File: src/rtl/blake2_block_feeder.sv
// Message front end for the Blake2 compression cores: packs little-endian words
// into 16-word blocks, zero-pads the tail, and tracks byte counter t and final flag.

module blake2_block_slot #(
    parameter int W = 64
) (
    input  logic         clk,
    input  logic         reset,
    input  logic         clr,
    input  logic         load,
    input  logic [W-1:0] din,
    output logic [W-1:0] q
);
    always_ff @(posedge clk) begin
        if (reset || clr)
            q <= '0;
        else if (load)
            q <= din;
    end
endmodule

module blake2_block_feeder #(
    parameter int W  = 64,
    parameter int BW = $clog2(W/8) + 1
) (
    input  logic            clk,
    input  logic            reset,
    input  logic            in_valid,
    output logic            in_ready,
    input  logic [W-1:0]    in_data,
    input  logic            in_last,
    input  logic [BW-1:0]   in_bytes,
    output logic            blk_valid,
    input  logic            blk_ready,
    output logic [16*W-1:0] blk_data,
    output logic [2*W-1:0]  blk_t,
    output logic            blk_final
);
    localparam int WB = W / 8;

    typedef enum logic {FILL, HOLD} state_t;

    state_t         state;
    logic [3:0]     idx;
    logic [2*W-1:0] t;
    logic [2*W-1:0] t_next;
    logic [W-1:0]   word_in;
    logic           accept;
    logic           blk_fire;

    assign in_ready = (state == FILL) && !reset;
    assign accept   = in_valid && in_ready;
    assign blk_fire = blk_valid && blk_ready;
    assign blk_t    = t;

    // Bytes at or above in_bytes of a last word are padding and must read as zero.
    always_comb begin
        word_in = in_data;
        for (int b = 0; b < WB; b++) begin
            if (in_last && (BW'(b) >= in_bytes))
                word_in[b*8 +: 8] = 8'h00;
        end
    end

    always_comb begin
        t_next = t + (in_last ? {{(2*W-BW){1'b0}}, in_bytes} : (2*W)'(WB));
    end

    for (genvar i = 0; i < 16; i++) begin : g_slot
        blake2_block_slot #(.W(W)) u_slot (
            .clk   (clk),
            .reset (reset),
            .clr   (blk_fire),
            .load  (accept && (idx == 4'(i))),
            .din   (word_in),
            .q     (blk_data[i*W +: W])
        );
    end

    always_ff @(posedge clk) begin
        if (reset) begin
            state     <= FILL;
            idx       <= '0;
            t         <= '0;
            blk_valid <= 1'b0;
            blk_final <= 1'b0;
        end else begin
            case (state)
                FILL: begin
                    if (accept) begin
                        idx <= idx + 4'd1;
                        t   <= t_next;
                        if (idx == 4'd15 || in_last) begin
                            state     <= HOLD;
                            blk_valid <= 1'b1;
                            blk_final <= in_last;
                        end
                    end
                end
                HOLD: begin
                    if (blk_ready) begin
                        state     <= FILL;
                        blk_valid <= 1'b0;
                        blk_final <= 1'b0;
                        idx       <= '0;
                        // t only restarts at a message boundary.
                        if (blk_final)
                            t <= '0;
                    end
                end
                default: state <= FILL;
            endcase
        end
    end
endmodule

File: config.mk
export PLATFORM = sky130hd
export DESIGN_NAME = blake2_block_feeder
export DESIGN_NICKNAME = d
export VERILOG_FILES = /design/src/rtl/blake2_block_feeder.sv
export SDC_FILE = /design/constraint.sdc
export NUM_CORES = 2
export LEC_CHECK = 0
export ABC_CLOCK_PERIOD_IN_PS = 4300
export CORE_AREA = 4 4 479 481
export CTS_BUF_LIST = sky130_fd_sc_hd__clkbuf_8
export DETAILED_ROUTE_END_ITERATION = 12
export DIE_AREA = 0 0 483 485
export HOLD_SLACK_MARGIN = 0.12
export PLACE_DENSITY = 0.45
export SLEW_MARGIN = 25
export SYNTH_ARGS = -nofsm -noshare
export SYNTH_HDL_FRONTEND = slang
export SYNTH_SLANG_ARGS = --single-unit
File: constraint.sdc
create_clock -name clk -period 4.3 [get_ports clk]
set_input_delay 0.645 -clock clk [delete_from_list [all_inputs] [get_ports clk]]
set_output_delay 0.645 -clock clk [all_outputs]
set_load 0.01 [all_outputs]
=== Word level (Yosys, flattened, before mapping) ===
Cells that the tools add are included.
Widths: inputs -> output; s select.

* $lt $le $gt $ge: 8
* Add/sub/neg operators: 2
* Muxes and demuxes: 27
* Equality and inequality tests: 19
* Bitwise logic cells: 1
* Reductions and logical operators: 34

{| class="wikitable"
|+ Operators with widths
! kind !! count
|-
| $mux 128 || 3
|-
| $pmux 128 s2 || 1
|-
| $add 128x4->128 || 1
|-
| $mux 8 || 8
|-
| $eq 4x4->1 const B || 8
|-
| $logic_and 1x1->1 || 27
|-
| $eq 4x3->1 const B || 4
|-
| $ge 3x4->1 const A || 4
|-
| $mux 4 || 3
|-
| $eq 4x2->1 const B || 2
|-
| $ge 1x4->1 const A || 2
|-
| $ge 2x4->1 const A || 2
|-
| $mux 1 || 8
|-
| $pmux 4 s2 || 1
|-
| $ne 2x2->1 const B || 3
|-
| $pmux 1 s2 || 3
|-
| $reduce_and 3->1 || 2
|-
| $add 4x1->4 const B || 1
|-
| $eq 4x1->1 const B || 1
|-
| $logic_not 4->1 || 1
|-
| $logic_or 1x1->1 || 2
|-
| $ne 2x1->1 const B || 1
|-
| $reduce_and 2->1 || 1
|-
| $logic_not 1->1 || 1
|-
| $not 1->1 || 1
|}

* Output and inout port bits: 1155
* Input bits: 73
* Bits in registers: 1159
* Logic and storage cells: 112

=== Logic depth before layout (Yosys ltp) ===
* Depth in word-level cells: 5
* Mapped depth: 13
* Mapped depth without buffers: 10

=== Hierarchy ===
From an unflattened synthesis, not the netlist that was laid out.

* Cells, all modules: 4278
* Area, all modules: 45079.5 um^2

{| class="wikitable"
|+ By module, submodules not included
! module !! cells each !! sequential area each (um^2) !! times used !! area each (um^2)
|-
| blake2_block_slot || 207 || 1281.2 || 16 || 2348.5
|-
| blake2_block_feeder || 966 || 2702.6 || 1 || 7503.4
|}

=== Worst setup path after synthesis ===
No wires, ideal clock.

* Path type: input to register
* Start point: in in_bytes[0]
* End point: reg t[114], in the netlist blk_t[114]
* Slack: 0.750 ns
* Setup time: 0.070 ns
* Arrival time: 3.479 ns
* Cell stages on the path: 11
* Required time: 4.230 ns
* Path buffers: 1
* Cell sequence: clkbuf_1 and2_1 ha_1 inv_1 fa_1 nand2b_1 a21o_1 nor4_1 nand4_1 or4_1 a21oi_1

* Cells in the longest elaborated chain, start to end: 4

{| class="wikitable"
|+ RTL lines
! item !! RTL line !! RTL
|-
| from (decl) || 32 || <nowiki>input logic [BW-1:0] in_bytes,</nowiki>
|-
| $mux 4 || 66 || <nowiki>t_next = t + (in_last ? {{(2*W-BW){1'b0}}, in_bytes} : (2*W)'(WB));</nowiki>
|-
| $add 128x4->128 || 66 ||
|-
| $mux 128 || 90 || <nowiki>if (accept) begin</nowiki>
|-
| $pmux 128 s2 || 88 || <nowiki>case (state)</nowiki>
|-
| to (signal assigned) || 92 || <nowiki>t <= t_next;</nowiki>
|-
| to (decl) || 45 || <nowiki>logic [2*W-1:0] t;</nowiki>
|}

Every way passes these cells. The select of a mux whose other input is x is not followed.
A chain may end at the register's enable or synchronous reset.

=== Final worst setup path ===
* Start point: reg t[18], in the netlist blk_t[18]
* End point: reg t[119], in the netlist blk_t[119]

* Cells in the longest elaborated chain, start to end: 3

{| class="wikitable"
|+ RTL lines
! item !! RTL line
|-
| $add 128x4->128 || 66
|-
| $mux 128 || 90
|-
| $pmux 128 s2 || 88
|}

Every way passes these cells. The select of a mux whose other input is x is not followed.

==> metrics.md <==
| Metric | Value |
|---|---|
| Total power | 22.7 mW |
| Most common cell in the synthesized netlist | sky130_fd_sc_hd__nor2_1 |
| Synth Area per Inst | 7.68 um2 |
| Share of layout cells above drive strength 1 | 0.0749 |
| First-iteration detailed-routing DRC count | 3326 |
| Worst Tran Pin Value | 1.10 ns |
| Final hold violation count | 0 |
| Fraction of power consumed by the clock network | 0.461 |
| Routed WL per cell | 24.0 um |
| Die Span X | 483 um |
| Post-synth top area share | 0.543 |
| Core ar. | 225000 um2 |
| Max-slew violation total from the final report | 0 |
| Die area | 234000 um2 |
| Detailed-routing iteration count for the pre-antenna-repair pass | 8 |
| Number of synthesized flops with an enable pin | 0 |
| Yosys warnings | 0 |
| Crit Path Category | reg2reg |
| Crit-path max FO | 8 |
| Final setup vio count | 0 |
| Result of the run | finished, final reports clean |
| TNS Setup | 0 ns |
| CTS Root Cell | sky130_fd_sc_hd__clkbuf_8 |
| Remaining max-slew budget at the tightest pin | 0.262 |
| Via count | 43058 |
| Max cap viols | 0 |
| Leading post-synthesis cells by cell area | sky130_fd_sc_hd__dfxtp_1 (54%), sky130_fd_sc_hd__nor2_1 (17%), sky130_fd_sc_hd__a21oi_1 (12%) |
| Worst setup SP type | register |
| Number of gates resized after cts | 0 |
| Area overhead of the layout relative to synthesis | 48.3% |
| Type of the most critical hold path | reg2reg |
| Initial core utilization | 0.190 |
| Achievable Freq | 0.271 GHz |
| Final HPWL from detailed placement | 172000 um |
| TritonCTS clock tree | built |
| Final worst-path setup slack | 0.608 ns |
| Maximum vdd ir drop | 0.312 mV |
| Cts bufs inserted | 210 |
| Source-to-sink clock delay at the later pin of the worst-skew pair | 0.97 ns |
| Tmin final | 3.69 ns |
| Clock net sink count | 1159 |
| Vias in the first global route | 40787 |
| Worst slack at placement | 0.112 ns |
| Logic gate share of total power | 0.061 |
| Internal | 16.5 mW |
| Sequential area share after synthesis | 0.543 |
| Required time at the endpoint of the critical path | 5.09 ns |
| Asr flop ratio synth | 0 |
| Sw Ratio | 0.273 |
| Part of the power in registers | 0.478 |
| Clock tree buffer depth | 3 |
| Remaining global-route overflow | 0 |
| Final period utilization | 0.859 |
| Antenna Nets Post-Route | 0 |
| Nets | 6831 |
| Initial antenna violation count | 20 |
| IO Count | 1228 |
| Endpoint class of the critical path | register |
| Final WL | 238000 um |
| Final RePlAce weighted congestion | 0.911 |
| Sequence of cells on the critical path | nand4_1, nor4_1, nand4_1, nor4_1, nand3_1, mux2i_1 |
| Clock Pin Slew Worst Setup and Hold Paths | 0.06 ns |
| Prevailing post-synth register cell | sky130_fd_sc_hd__dfxtp_1 |
| Mean number of vias per cell | 4.35 |
| Critical Path AT | 4.48 ns |
| Cells after Synth | 5562 |
| Pwr/cell area | 358 nW/um2 |
| Leakage power total | 22.8 nW |
| Biggest cell delay along the critical path | 1.09 ns |
| GR Util All Layers | 0.193 |
| Net switching power | 6.19 mW |
| Number of cell rows | 174 |
| Register bit total from synthesis | 1159 |
| Syn_nets | 5644 |
| Max H-tree Level | 4 |
| Cell Area, Synth | 42700 um2 |
| DRC | 0 |
| Critical-path top delay cell | sky130_fd_sc_hd__nor4_1 |
| Clock skew | 0.0787 ns |
| Largest net degree at the start of global routing | 153 |
| Unrepaired setup endpoints after global routing | no |
| Distinct cell type count of the synthesized netlist | 53 |
| Post-CTS Setup Inserts | 0 |
| Number of buffers inserted for hold repair after clock tree synthesis | 0 |
| Chip Height | 485 um |
| Number of I/O port buffers | 1227 |
| Global-route wire length before repair | 327000 um |
| Leading post-synthesis cells by instance count | sky130_fd_sc_hd__nor2_1 (1937), sky130_fd_sc_hd__dfxtp_1 (1159), sky130_fd_sc_hd__a21oi_1 (1056) |
| Cell type with the highest aggregate area in the netlist | sky130_fd_sc_hd__dfxtp_1 |
-- state kept, by name, indices dropped and copies added, names as in the netlist --
name and count:
blk_valid 1, idx 4, state 1, blk_t 128
blk_final 1, g_slot.u_slot.q 1024
-- logic make-up after synthesis --
family / after synthesis / synth area share
simple gates: 2720 / 0.261
mux: 9 / 0.00211
buf+inv: 459 / 0.0404
xor+xnor: 87 / 0.0178
fa+ha+maj: 9 / 0.00281
flops: 1159 / 0.543
compound gates: 1119 / 0.133
-- power by group through the flow --
stage | Sequential (mW) | Combinational [mW] | Clock (mW)
2_1_floorplan | 11.1 | 0.510 | 0
3_3_place_gp | 11.1 | 1.41 | 0
3_5_place_dp | 11.1 | 1.41 | 0
4_1_cts | 10.8 | 1.42 | 10.8
5_1_grt | 10.8 | 1.48 | 11.3
6_report | 10.8 | 1.39 | 10.5
-- final timing paths --
path / from / end / slack [ns] / depth (start not counted)
max: blk_t[18] / blk_t[119] / 0.61 / 6
min: g_slot[9].u_slot.q[19] / g_slot[9].u_slot.q[19] / 0.45 / 2
min reg2reg: g_slot[9].u_slot.q[19] / g_slot[9].u_slot.q[19] / 0.45 / 2
max reg2reg: blk_t[18] / blk_t[119] / 0.61 / 6
-- worst max-delay path, delay by kind of cell, from the launching register on --
| family | cells | cell delay, ns |
|---|---|---|
| mux | 1 | 0.17 |
| flops | 1 | 0.46 |
| simple gates | 5 | 2.94 |
-- stage by stage --
| stage | area (um2) | hold slack (ns) | util | cells |
|---|---|---|---|---|
| after floorplan | 42700 | 0.481 | - | 5562 |
| after global placement | 59200 | 0.443 | 0.263 | 9529 |
| after detailed placement | 59200 | 0.446 | 0.264 | 9529 |
| after CTS | 63300 | 0.368 | 0.282 | 9896 |
| after global routing | 63300 | 0.435 | 0.282 | 9899 |
| final | 63400 | 0.452 | 0.282 | 9909 |
-- layer usage --
layer,GRT usage,part of all wire
met1,0.241,0.42
met4,0.0743,0.040
met5,0,0.000055
met2,0.305,0.44
met3,0.0686,0.094
-- placed cells by master, fill, tap and decap left out, drive strengths merged, types with 21 or more instances in the layout --
master | synthesis | layout
a21oi | 1056 | 1056
buf | 5 | 183
clkbuf | 430 | 246
clkdlybuf4s50 | 0 | 1227
clkinv | 0 | 21
dfxtp | 1159 | 1159
inv | 24 | 117
nand2 | 387 | 387
nand3 | 82 | 82
nand4 | 74 | 74
nor2 | 1937 | 1937
nor3 | 58 | 58
nor4 | 57 | 57
o21ai | 35 | 35
or3 | 31 | 31
xnor2 | 68 | 68
-- layout make-up --
class / count / area [um2]
tap: 2992 / 3740
antenna: 13 / 32.5
clock inverter: 121 / 739
multi-input combinational: 3944 / 18100
inverter: 24 / 90.1
sequential: 1159 / 23200
timing repair buffer: 1410 / 14100
fill: 24236 / 161000
clock buffer: 246 / 3390
Power figures use the tool's default switching activity.
